File: config.mk
export PLATFORM = sky130hd
export DESIGN_NAME = input_source_arbiter
export DESIGN_NICKNAME = d
export VERILOG_FILES = /design/src/rtl/input_source_arbiter.sv
export SDC_FILE = /design/constraint.sdc
export NUM_CORES = 1
export LEC_CHECK = 0
export CORE_UTILIZATION = 41
export DETAILED_ROUTE_END_ITERATION = 16
export DONT_BUFFER_PORTS = 1
export GPL_TIMING_DRIVEN = 0
export HOLD_SLACK_MARGIN = 0.15
export MAX_ROUTING_LAYER = met4
export REMOVE_ABC_BUFFERS = 1
export SLEW_MARGIN = 5
export SYNTH_ARGS = -nofsm -noshare
export SYNTH_HDL_FRONTEND = slang
export SYNTH_SLANG_ARGS = --single-unit
File: constraint.sdc
create_clock -name clk -period 6.86 [get_ports clk]
set_clock_uncertainty 0.15 [all_clocks]
set_input_delay 0.686 -clock clk [delete_from_list [all_inputs] [get_ports clk]]
set_output_delay 0.686 -clock clk [all_outputs]
set_load 0.005 [all_outputs]
File: src/rtl/input_source_arbiter.sv
// Player-control ownership arbiter between debounced buttons and UART.
// One source owns the controls; ownership is released after an idle timeout.
//
// Ports:
//   clk, rst          : system clock, synchronous active-high reset
//   force_mode [1:0]  : 00/11 auto, 01 force buttons, 10 force UART
//   btn_ctrl [3:0]    : {p2_down, p2_up, p1_down, p1_up} button levels
//   btn_start         : button start pulse
//   uart_ctrl [3:0]   : UART levels, same order as btn_ctrl
//   uart_start        : UART start pulse
//   p1_up..p2_down    : registered owner controls
//   start_trigger     : registered owner start pulse
//   input_mode [1:0]  : current owner, 00 none, 01 buttons, 10 UART
module input_source_arbiter #(
  parameter int unsigned CLK_FREQ        = 50000000,
  parameter int unsigned IDLE_TIMEOUT_MS = 3000
) (
  input  logic       clk,
  input  logic       rst,
  input  logic [1:0] force_mode,
  input  logic [3:0] btn_ctrl,
  input  logic       btn_start,
  input  logic [3:0] uart_ctrl,
  input  logic       uart_start,
  output logic       p1_up,
  output logic       p1_down,
  output logic       p2_up,
  output logic       p2_down,
  output logic       start_trigger,
  output logic [1:0] input_mode
);

  localparam int unsigned DIV = CLK_FREQ / 1000;
  localparam int unsigned PW  = (DIV > 2) ? $clog2(DIV) : 1;

  localparam logic [PW-1:0] PRESC_LAST = PW'(DIV - 1);
  localparam logic [15:0]   MS_LAST    = 16'(IDLE_TIMEOUT_MS - 1);

  typedef enum logic [1:0] {
    S_IDLE = 2'b00,
    S_BTN  = 2'b01,
    S_UART = 2'b10
  } state_e;

  state_e      state_q, state_d;
  logic [PW-1:0] presc_q, presc_d;
  logic [15:0] ms_q, ms_d;
  logic [1:0]  fm_q;
  logic [3:0]  ctrl_q, ctrl_d;
  logic        start_q, start_d;

  logic btn_act;
  logic uart_act;
  logic own_act;
  logic fm_chg;
  logic clr;

  assign btn_act  = (|btn_ctrl) | btn_start;
  assign uart_act = (|uart_ctrl) | uart_start;
  assign fm_chg   = (force_mode != fm_q);

  always_comb begin
    state_d = state_q;
    presc_d = presc_q;
    ms_d    = ms_q;
    own_act = 1'b0;
    clr     = 1'b0;

    unique case (1'b1)
      (force_mode == 2'b01): begin
        state_d = S_BTN;
        clr     = 1'b1;
      end
      (force_mode == 2'b10): begin
        state_d = S_UART;
        clr     = 1'b1;
      end
      default: begin
        case (state_q)
          S_BTN:   own_act = btn_act;
          S_UART:  own_act = uart_act;
          default: own_act = 1'b0;
        endcase
        if (state_q != S_BTN && state_q != S_UART) begin
          // No owner: buttons take priority on a simultaneous claim.
          clr = 1'b1;
          if (btn_act)
            state_d = S_BTN;
          else if (uart_act)
            state_d = S_UART;
          else
            state_d = S_IDLE;
        end else if (own_act || fm_chg) begin
          // A mode change back to auto starts a fresh idle count.
          clr = 1'b1;
        end else if (presc_q == PRESC_LAST) begin
          presc_d = '0;
          if (ms_q >= MS_LAST) begin
            state_d = S_IDLE;
            ms_d    = '0;
          end else begin
            ms_d = ms_q + 16'd1;
          end
        end else begin
          presc_d = presc_q + PW'(1);
        end
      end
    endcase

    if (clr) begin
      presc_d = '0;
      ms_d    = '0;
    end
  end

  // Outputs follow the owner chosen this cycle so a claim forwards its inputs.
  always_comb begin
    ctrl_d  = 4'b0000;
    start_d = 1'b0;
    case (state_d)
      S_BTN: begin
        ctrl_d  = btn_ctrl;
        start_d = btn_start;
      end
      S_UART: begin
        ctrl_d  = uart_ctrl;
        start_d = uart_start;
      end
      default: begin
        ctrl_d  = 4'b0000;
        start_d = 1'b0;
      end
    endcase
  end

  always_ff @(posedge clk) begin
    if (rst) begin
      state_q <= S_IDLE;
      presc_q <= '0;
      ms_q    <= '0;
      fm_q    <= 2'b00;
      ctrl_q  <= 4'b0000;
      start_q <= 1'b0;
    end else begin
      state_q <= state_d;
      presc_q <= presc_d;
      ms_q    <= ms_d;
      fm_q    <= force_mode;
      ctrl_q  <= ctrl_d;
      start_q <= start_d;
    end
  end

  assign p1_up         = ctrl_q[0];
  assign p1_down       = ctrl_q[1];
  assign p2_up         = ctrl_q[2];
  assign p2_down       = ctrl_q[3];
  assign start_trigger = start_q;
  assign input_mode    = state_q;

endmodule
# [After elaboration in Yosys (flattened, before gate mapping)]
# Cells that the tools add are included.
[totals] register_bits=41 latchBits=0 mem_bits_rw=0 romBits=0 input_bits=14 out_inout_bits=7 elab_cells=48 n_memories=0
[op_classes] n_addsub=2 n_mul=0 div=0 n_lt_le_gt_ge=1 n_eq_ne=10 shift=0 mux=16 bitwise=5 reduce_logical=8
[op_table] op="16-bit by 1-bit adder with 16-bit output (second input constant)" n=2
[op_table] op="16-bit two-way mux" n=2
[op_table] op="16-bit == test (second input constant)" n=1
[op_table] op="16-bit by 12-bit >= comparator with 1-bit output (second input constant)" n=1
[op_table] op="2-bit two-way mux" n=6
[op_table] op="4-bit one-hot mux with 2 select lines" n=1
[op_table] op="4-bit OR reduction" n=2
[op_table] op="2-bit by 1-bit == test with 1-bit output (second input constant)" n=3
[op_table] op="2-bit == test (second input constant)" n=3
[op_table] op="1-bit two-way mux" n=4
[op_table] op="1-bit one-hot mux with 2 select lines" n=2
[op_table] op="2-bit one-hot mux with 2 select lines" n=1
[op_table] op="4-bit AND reduction" n=1
[op_table] op="2-bit OR reduction" n=2
[op_table] op="1-bit NOT" n=3
[op_table] op="3-bit AND reduction" n=1
[op_table] op="2-bit by 1-bit inequality test with 1-bit output (second input constant)" n=1
[op_table] op="2-bit inequality test" n=1
[op_table] op="2-bit inequality test (second input constant)" n=1
[op_table] op="1-bit OR" n=2
[op_table] op="1-bit logical AND" n=1
[op_table] op="1-bit logical OR" n=1

# [Longest topological paths before layout]
# Gate-level depths: netlist of run 1.
[logic_depth] ltp_word=10 mapped_depth=10 ltp_nobuf=10

# [Worst setup path before layout of run 1]
# Ideal clock, no wire load.
[synth_path] kind="input -> register" from="in btn_ctrl[1]" to="reg ctrl_q[0]" setup_ps=130 t_arrival_ps=2800 required_ps=6580 path_slack_ps=3780 cell_stages=8 n_path_buf=0 path_cell_list="or4_4 o21a_4 or4_1 o21ai_0 inv_1 ha_1 a22oi_1 nor3_1"
[synth_via] elab_chain_len=10 elab_cells_between_ends=12 classes_between="eq/ne (2); mux (7); bitwise (1); reduce/logical (2)"
[synth_lines] item="start, declared" line_no="21" source="input logic [3:0] btn_ctrl,"
[synth_lines] item="4-bit OR reduction (*)" line_no="58" source="assign btn_act = (|btn_ctrl) | btn_start;"
[synth_lines] item="1-bit OR (*)" line_no="58"
[synth_lines] item="1-bit one-hot mux with 2 select lines" line_no="79" source="case (state_q)"
[synth_lines] item="1-bit two-way mux" line_no="69" source="unique case (1'b1)"
[synth_lines] item="1-bit logical OR" line_no="93" source="end else if (own_act || fm_chg) begin"
[synth_lines] item="2-bit two-way mux" line_no="93"
[synth_lines] item="2-bit two-way mux (*)" line_no="84" source="if (state_q != S_BTN && state_q != S_UART) begin"
[synth_lines] item="2-bit one-hot mux with 2 select lines (*)" line_no="69"
[synth_lines] item="via state_d[0]" line_no="45" source="state_e state_q, state_d;"
[synth_lines] item="2-bit == test or 2-bit by 1-bit == test with 1-bit output (tied branches)" line_no="120" source="case (state_d)"
[synth_lines] item="4-bit one-hot mux with 2 select lines (*)" line_no="120"
[synth_lines] item="end signal, assigned" line_no="149" source="ctrl_q <= ctrl_d;"
[synth_lines] item="end, declared" line_no="49" source="logic [3:0] ctrl_q, ctrl_d;"
# Mark *: on every way through the listed nets, which the timed path passes. The rest lies on a longest branch. The select of a mux whose other input is x is not followed.
# A chain may end at the register's enable or synchronous reset.

# [Final worst setup path of run 1]
[layout_path] from="reg state_q[0] (netlist: input_mode[0])" to="reg ctrl_q[2]"
[layout_via] elab_chain_len=9 elab_cells_between_ends=16 classes_between="eq/ne (6); mux (8); reduce/logical (2)"
[layout_lines] item="start, declared" line_no="45"
[layout_lines] item="start signal, assigned" line_no="145" source="state_q <= state_d;"
[layout_lines] item="2-bit == test or 2-bit by 1-bit == test with 1-bit output (tied branches)" line_no="79"
[layout_lines] item="1-bit one-hot mux with 2 select lines" line_no="79"
[layout_lines] item="1-bit two-way mux" line_no="69"
[layout_lines] item="1-bit logical OR" line_no="93"
[layout_lines] item="2-bit two-way mux" line_no="93"
[layout_lines] item="2-bit two-way mux (*)" line_no="84"
[layout_lines] item="2-bit one-hot mux with 2 select lines (*)" line_no="69"
[layout_lines] item="via state_d[0]" line_no="45"
[layout_lines] item="2-bit == test or 2-bit by 1-bit == test with 1-bit output (tied branches)" line_no="120"
[layout_lines] item="4-bit one-hot mux with 2 select lines (*)" line_no="120"
# Marked as above.

==> flow_summary.json, run 1 <==
{
  "status": "complete, no violations",
  "startpoint_type": "flop",
  "ant_nets": 0,
  "crit_type": "reg -> reg",
  "synth_area_leader_cell": "dfxtp_1",
  "synth-edff-count": 0,
  "maxSlewViolCount": 0,
  "post_cts_resized": 0,
  "ys.flop_type": "dfxtp_1",
  "timing.slew.headroom_pct": 31.6,
  "min_delay_worst_endpoint": "fm_q[0]",
  "netlist_area_um2": 2040,
  "ys_types": 40,
  "portBuffers": 0,
  "ys_seq_elements": 41,
  "powerDensity_nw_per_um2": 205,
  "cp.required_ns": 6.90,
  "setup_viol": 0,
  "fin_hold_ws_ns": 0.299,
  "path_cells": "inv_1 > ha_1 > nor2b_1 > nand3_1 > or4_1 > o21ai_0 > inv_1 > ha_1 > a22oi_1 > nor3_1",
  "critPathCaptureType": "flop",
  "cts_setup_buffers": 0,
  "cp_top_family": "simple AND/OR/NAND/NOR gates",
  "drt_iter0_markers": 83,
  "cts_tree": "yes",
  "drive_above_1_share_pct": 4.92,
  "cts_max_level": 2,
  "path_depth": 10,
  "synthTopCellsByArea": "dfxtp_1 (40%), or3_1 (5.2%), a21oi_1 (5.2%)",
  "cp_max_fo": 6,
  "fp.coreArea_um2": 4750,
  "cts_root_buf": "clkbuf_8",
  "hp-class": "in -> reg",
  "rows": 25,
  "syn_to_final_growth_pct": 7.86,
  "drc": 0,
  "min_from": "rst",
  "grt_pass1_wl_um": 7130,
  "avgSynthCellArea_um2": 8.46,
  "antenna_cells": 0,
  "io_pins": 21,
  "netlist_instances": 241,
  "wl_um": 4160,
  "ff2ff_setup_slack_ns": 3.82,
  "die_w_um": 72.5,
  "ir_drop_v": 0.000107,
  "cts.clk_slew.worst_paths_ns": 0.08,
  "period_share_pct": 44.4,
  "grt_max_degree": 16,
  "clk-insertion-delay-late_ns": 0.29,
  "rsz0062_at_grt": "false",
  "grt_pass1_vias": 1578,
  "antenna_found_initial": 0,
  "design_power_total_mw": 0.450,
  "drt_pass1_iterations": 4,
  "tightest_slew_ns": 1.02,
  "finalNonFillerCells": 311,
  "arrival_ns": 3.08,
  "die_y_um": 72.5,
  "cts_hold_buf": 0,
  "timing.rr.start": "input_mode[0]",
  "gp_routability_congestion": 0.763,
  "whs_path_depth": 1,
  "cts_buffers": 5,
  "cts_buffer_depth": 2,
  "async_flop_share_pct": 0,
  "cp_num_buf_inv": 2,
  "synth.yosys.warnings": 0,
  "grtUsageTotal_pct": 18.0,
  "crit_path_top_delay_cell": "or4_1",
  "ys_seq_area_share_pct": 40.3,
  "start_util_pct": 42.9,
  "wl_per_cell_um": 13.4,
  "fin_crit_ns": 3.04,
  "tns_ns": 0,
  "hold_viol_final": 0,
  "cap_violations": 0,
  "fmax_mhz": 329,
  "cpPeakStageDelay_ns": 0.60,
  "dp_hpwl_um": 2980,
  "vias_per_cell": 5.62,
  "synth_top_area_share_pct": 40.3,
  "nNetsFinal": 265,
  "overflow": 0,
  "r2r-end": "ctrl_q[2]",
  "dieArea_um2": 5260,
  "cts_sinks": 41,
  "ff2ff_path_depth": 10,
  "total_leakage_power_nw": 0.668,
  "dp_cells": 303,
  "vias": 1749
}
[cells in the mapped netlist (4+ instances only)]
cell and count:
a21oi_1 21, a22oi_1 5, and3_1 6, clkbuf_1 4, dfxtp_1 41, ha_1 8, inv_1 10, nand2_1 12
nand3_1 12, nand4_1 5, nand4b_1 4, nor2_1 18, nor3_1 7, nor4_1 6, o21ai_0 19, or3_1 17
or4_1 6, xnor2_1 7, xor2_1 4
[power breakdown]
part           total (mW)  internal (mW)  switching, mW
registers           0.246          0.242        0.00343
logic              0.0374         0.0161         0.0213
clock network       0.167         0.0816         0.0853
total               0.450          0.340          0.110
[area by class of cell]
class,count,area (µm²)
Clock inverter,2,13.8
Multi-Input combinational cell,185,1160
Inverter,10,37.5
Tap cell,67,83.8
Clock buffer,6,82.6
Fill cell,491,2560
Sequential cell,41,821
[worst max-delay path by stage]
| stage | from | end |
|---|---|---|
| after floorplan | btn_ctrl[1] | ctrl_q[0] |
| after global placement | uart_ctrl[1] | ctrl_q[0] |
| after detailed placement | btn_ctrl[1] | ctrl_q[3] |
| after CTS | input_mode[0] | ctrl_q[3] |
| after global routing | input_mode[0] | ctrl_q[2] |
| final | input_mode[0] | ctrl_q[2] |
[state kept, by name (all words and copies together) (netlist names)]
register       count
ctrl_q             4
presc_q           16
ms_q              16
input_mode         2
fm_q               2
start_trigger      1
[cell usage in the layout, fill, tap and decap left out, types with 3 or more instances in the layout]
master,instances
a21oi_1,21
a22oi_1,5
and3_1,6
clkbuf_8,6
dfxtp_1,41
ha_1,8
inv_1,10
nand2_1,12
nand2b_1,3
nand3_1,12
nand4_1,5
nand4b_1,4
nor2_1,18
nor3_1,7
nor4_1,6
nor4b_1,3
o21ai_0,19
or3_1,17
or4_1,6
xnor2_1,7
xor2_1,4
[cell families (layout without fill, tap and decap cells)]
| group | count (synthesis) | in the layout | share of synthesized area (%) |
|---|---|---|---|
| AOI/OAI and AO/OA | 58 | 58 | 16.8 |
| xor gates and xnor gates | 11 | 11 | 4.73 |
| adders and majority gates | 8 | 8 | 4.91 |
| buffers and inverters | 15 | 18 | 2.82 |
| DFF | 41 | 41 | 40.3 |
| and+or+nand+nor | 108 | 108 | 30.5 |
[worst reg2reg max path: stages (launching register included)]
cell,delay [ns]
dfxtp_1,0.42
inv_1,0.07
ha_1,0.35
nor2b_1,0.18
nand3_1,0.17
or4_1,0.60
o21ai_0,0.37
inv_1,0.09
ha_1,0.26
a22oi_1,0.20
nor3_1,0.06
[metrics by stage]
stage	area (µm²)	util (%)	setup slack (ns)
floorplan	2020	-	3.79
global placement	2100	44.2	3.54
detailed placement	2100	44.2	3.54
CTS	2200	46.2	3.82
global route	2200	46.2	3.51
finish	2200	46.2	3.82
[routing by layer]
metal / vias to the layer above / GRT usage, % / share of wire [%]
met2: 31 / 27.6 / 46
li1: 909 / - / -
met3: 4 / 4.58 / 3.4
met5: - / - / 0
met4: 0 / 5.88 / 0.82
met1: 805 / 23.0 / 50
No activity file was read; power rests on OpenSTA's default activity.
==> run 2: changes to the inputs <==
clock period = 2.75 ns   (was 6.86 ns; I/O delays follow)
==> flow_summary.json, run 2 (synthesis results as in run 1) <==
{
  "ir_drop_v": 0.000270,
  "cts_root_buf": "clkbuf_8",
  "start_util_pct": 42.9,
  "cp_max_fo": 6,
  "die_y_um": 72.5,
  "seq_power_share_pct": 52.4,
  "whs_path_depth": 4,
  "ff2ff_path_depth": 9,
  "cp_num_buf_inv": 0,
  "dieArea_um2": 5260,
  "status": "complete, no violations",
  "cts.clk_slew.worst_paths_ns": 0.09,
  "grt_pass1_wl_um": 7540,
  "grt_max_degree": 16,
  "intPower_mw": 0.873,
  "vias_per_cell": 5.70,
  "cts_buffers": 5,
  "tightest_slew_ns": 0.992,
  "grtUsageTotal_pct": 19.1,
  "endpoint": "ctrl_q[0]",
  "antenna_found_initial": 0,
  "p_sw_mw": 0.299,
  "cts_tree": "yes",
  "io_pins": 21,
  "top_regs": "ms_q (16), presc_q (16), ctrl_q (4)",
  "critPathCaptureType": "flop",
  "r2r-end": "ctrl_q[0]",
  "drive_above_1_share_pct": 10.7,
  "fin_hold_ws_ns": 0.223,
  "overflow": 0,
  "fmax_mhz": 378,
  "setup_viol": 0,
  "hold_viol_final": 0,
  "crit_start": "presc_q[0]",
  "vias": 1871,
  "dp_cells": 303,
  "dp_hpwl_um": 2980,
  "startpoint_type": "flop",
  "maxSlewViolCount": 0,
  "crit_type": "reg -> reg",
  "crit_path_top_delay_cell": "or4_4",
  "rsz0062_at_grt": "true",
  "powerDensity_nw_per_um2": 485,
  "fp.coreArea_um2": 4750,
  "cts_max_level": 2,
  "arrival_ns": 2.71,
  "combinationalPowerShare_pct": 11.7,
  "mostFrequentLayoutCell": "dfxtp_1",
  "grt_pass1_vias": 1697,
  "swShare_pct": 25.5,
  "portBuffers": 0,
  "die_w_um": 72.5,
  "cts_sinks": 41,
  "total_leakage_power_nw": 0.743,
  "final_cell_mix": "dfxtp_1 (40), a21oi_1 (21), o21ai_0 (18)",
  "drt_pass1_iterations": 4,
  "hp-class": "in -> reg",
  "cp.required_ns": 2.82,
  "antenna_cells": 0,
  "drc": 0,
  "timing.rr.start": "presc_q[0]",
  "ant_nets": 0,
  "syn_to_final_growth_pct": 18.6,
  "finalNonFillerCells": 328,
  "cts_buffer_depth": 2,
  "cpPeakStageDelay_ns": 0.54,
  "timing.slew.headroom_pct": 33.4,
  "tns_ns": 0,
  "post-route-util_pct": 50.8,
  "period_share_pct": 96.2,
  "wl_um": 4650,
  "fin_crit_ns": 2.65,
  "cp_top_family": "simple AND/OR/NAND/NOR gates",
  "drt_iter0_markers": 126,
  "wl_per_cell_um": 14.2,
  "pwr-share-clk_pct": 35.9,
  "rows": 25,
  "clk-insertion-delay-late_ns": 0.30,
  "gp_routability_congestion": 0.763,
  "ff2ff_setup_slack_ns": 0.10,
  "design_power_total_mw": 1.17,
  "nNetsFinal": 282,
  "cap_violations": 0,
  "path_cells": "ha_1 > and4_1 > nand4_1 > or4_4 > nor2_2 > or2_2 > ha_2 > a22oi_1 > nor3_1",
  "path_depth": 9
}
run 2: through the flow:
step | instance area [µm²] | worst slack [ns]
6_report | 2420 | 0.105
5_1_grt | 2420 | -0.0786
4_1_cts | 2340 | -0.0329
3_5_place_dp | 2100 | -0.263
3_3_place_gp | 2100 | -0.266
2_1_floorplan | 2020 | 0.0906
run 2: worst min path at each step:
stage                start       endpoint  slack [ns]
2_1_floorplan          rst        fm_q[0]        0.19
3_3_place_gp           rst        fm_q[1]        0.19
3_5_place_dp           rst        fm_q[0]        0.20
4_1_cts        btn_ctrl[0]  input_mode[1]        0.21
5_1_grt        btn_ctrl[0]  input_mode[1]        0.22
6_report       btn_ctrl[0]  input_mode[1]        0.22
run 2: worst reg2reg max path, delay by kind of cell (launching register included):
kind | cells | cell delay (ns)
flops | 1 | 0.36
compound gates | 1 | 0.11
simple gates | 6 | 1.49
fa+ha+maj | 2 | 0.47
run 2: layer usage:
| metal | vias up | track usage, % | wire length (µm) |
|---|---|---|---|
| met5 | - | - | 0 |
| met4 | 0 | 7.19 | 46 |
| met3 | 6 | 5.14 | 243 |
| met2 | 50 | 29.9 | 2210 |
| met1 | 879 | 23.5 | 2150 |
| li1 | 936 | - | - |
run 2: layout make-up:
cell class | count | area [µm²]
fill | 460 | 2340
clock inverter | 2 | 13.8
sequential | 41 | 822
timing repair buffer | 17 | 160
clock buffer | 6 | 82.6
tap | 67 | 83.8
inverter | 10 | 37.5
multi-input combinational | 185 | 1220
run 2: power by group through the flow:
stage	sequential, mW	combinational, mW	clock, mW
after floorplan	0.625	0.0768	0
after global placement	0.627	0.0925	0
after detailed placement	0.628	0.0921	0
after CTS	0.614	0.111	0.431
after global routing	0.616	0.149	0.456
final	0.614	0.137	0.421
run 2: repair_timing:
item                       4_1_cts  5_1_grt
setup endpoints to repair       17       34
resized for setup                5        9
setup buffers                    0        4
hold buffers                    13        0
pin swaps                        0        1
hold endpoints to repair        12        0
==> run 3: changes to the inputs <==
clock period = 3.4 ns   (was 2.75 ns; I/O delays follow)
==> flow_summary.json, run 3 (synthesis results as in run 1) <==
{
  "ant_nets": 0,
  "combinationalPowerShare_pct": 9.8,
  "swShare_pct": 24.9,
  "status": "complete, no violations",
  "nFillCells": 478,
  "cts_buffers": 5,
  "gp_routability_congestion": 0.763,
  "setup_viol": 0,
  "cts_max_level": 2,
  "io_pins": 21,
  "timing.rr.start": "input_mode[0]",
  "hold_viol_final": 0,
  "crit_path_top_delay_cell": "or4_1",
  "cts_buffer_depth": 2,
  "ir_drop_v": 0.000217,
  "min_delay_worst_endpoint": "ctrl_q[3]",
  "intPower_mw": 0.694,
  "dp_hpwl_um": 2980,
  "cts_root_buf": "clkbuf_8",
  "grt_max_degree": 16,
  "wl_um": 4430,
  "overflow": 0,
  "fp.coreArea_um2": 4750,
  "path_cells": "inv_1 > ha_1 > nor2b_1 > nand3_1 > or4_1 > o21ai_0 > inv_1 > ha_1 > a22oi_1 > nor3_1",
  "dieArea_um2": 5260,
  "cp_num_buf_inv": 2,
  "grtUsageTotal_pct": 19.2,
  "r2r-end": "ctrl_q[2]",
  "tns_ns": 0,
  "vias": 1794,
  "drc": 0,
  "cap_violations": 0,
  "drt_pass1_iterations": 4,
  "clk-insertion-delay-late_ns": 0.29,
  "maxSlewViolCount": 0,
  "finalNonFillerCells": 321,
  "cp.required_ns": 3.43,
  "nNetsFinal": 275,
  "rsz0062_at_grt": "false",
  "drive_above_1_share_pct": 4.72,
  "vias_per_cell": 5.59,
  "start_util_pct": 42.9,
  "post-route-util_pct": 48.3,
  "antenna_found_initial": 0,
  "syn_to_final_growth_pct": 12.8,
  "fmax_mhz": 318,
  "grt_pass1_vias": 1670,
  "cts_tree": "yes",
  "die_w_um": 72.5,
  "wl_per_cell_um": 13.8,
  "startpoint_type": "flop",
  "fin_area_um2": 2300,
  "p_sw_mw": 0.230,
  "fin_hold_ws_ns": 0.158,
  "whs_path_depth": 2,
  "die_y_um": 72.5,
  "cts.clk_slew.worst_paths_ns": 0.08,
  "tightest_slew_ns": 0.994,
  "critPathCaptureType": "flop",
  "rows": 25,
  "post_cts_resized": 0,
  "dp_cells": 303,
  "seq_power_share_pct": 53.7,
  "crit_type": "reg -> reg",
  "final_cell_mix": "dfxtp_1 (41), a21oi_1 (21), o21ai_0 (19)",
  "portBuffers": 0,
  "pwr-share-clk_pct": 36.5,
  "period_share_pct": 92.5,
  "powerDensity_nw_per_um2": 402,
  "fin_crit_ns": 3.14,
  "placed_cell_area_um2": 2100,
  "min_from": "btn_ctrl[3]",
  "cts_sinks": 41,
  "cts_setup_buffers": 0,
  "grt_pass1_wl_um": 7580,
  "drt_iter0_markers": 90,
  "cts_hold_buf": 10,
  "cp_max_fo": 6,
  "top_regs": "ms_q (16), presc_q (16), ctrl_q (4)",
  "cp_top_family": "simple AND/OR/NAND/NOR gates",
  "cpPeakStageDelay_ns": 0.60,
  "mostFrequentLayoutCell": "dfxtp_1",
  "antenna_cells": 0,
  "hp-class": "in -> reg",
  "ff2ff_setup_slack_ns": 0.26,
  "timing.slew.headroom_pct": 33.3,
  "ff2ff_path_depth": 10,
  "total_leakage_power_nw": 0.712,
  "arrival_ns": 3.17
}
## run 3: worst register-to-register path, delay by kind of cell, from the launching register on
family | cells | cell delay, ns
AOI/OAI and AO/OA | 2 | 0.63
adders and majority gates | 2 | 0.65
buffers and inverters | 2 | 0.16
DFF | 1 | 0.43
and+or+nand+nor | 4 | 1.02
## run 3: final cells by class
type	instances	area, µm²	share of cell area [%]
Multi-Input combinational cell	185	1160	50.5
Sequential cell	41	821	35.7
Timing Repair Buffer	10	100	4.35
Tap cell	67	83.8	3.65
Clock buffer	6	82.6	3.59
Inverter	10	37.5	1.63
Clock inverter	2	13.8	0.599
## run 3: worst max path at each step
stage	to	cells past startpoint	slack [ns]	start
after floorplan	ctrl_q[0]	8	0.68	btn_ctrl[1]
after global placement	ctrl_q[0]	10	0.38	input_mode[0]
after detailed placement	ctrl_q[3]	10	0.39	input_mode[0]
after CTS	ctrl_q[3]	10	0.35	input_mode[0]
after global routing	ctrl_q[2]	10	0.002	input_mode[0]
final	ctrl_q[2]	10	0.26	input_mode[0]
## run 3: through the flow
step           power (mW)  setup WS, ns
2_1_floorplan       0.568         0.676
3_3_place_gp        0.582         0.384
3_5_place_dp        0.582         0.387
4_1_cts             0.931         0.348
5_1_grt             0.967       0.00240
6_report            0.924         0.256
## run 3: power by group through the flow
stage | combinational (mW) | sequential (mW) | clock (mW)
3_3_place_gp | 0.0748 | 0.507 | 0
2_1_floorplan | 0.0621 | 0.506 | 0
4_1_cts | 0.0861 | 0.496 | 0.349
5_1_grt | 0.101 | 0.497 | 0.369
3_5_place_dp | 0.0745 | 0.508 | 0
6_report | 0.0901 | 0.496 | 0.338
## run 3: routing by layer
layer	track usage [%]	wire, µm	share of wire [%]
met3	4.58	169	3.8
met5	-	0	0
met2	30.0	2130	48
met4	6.75	47	1.1
met1	24.1	2090	47
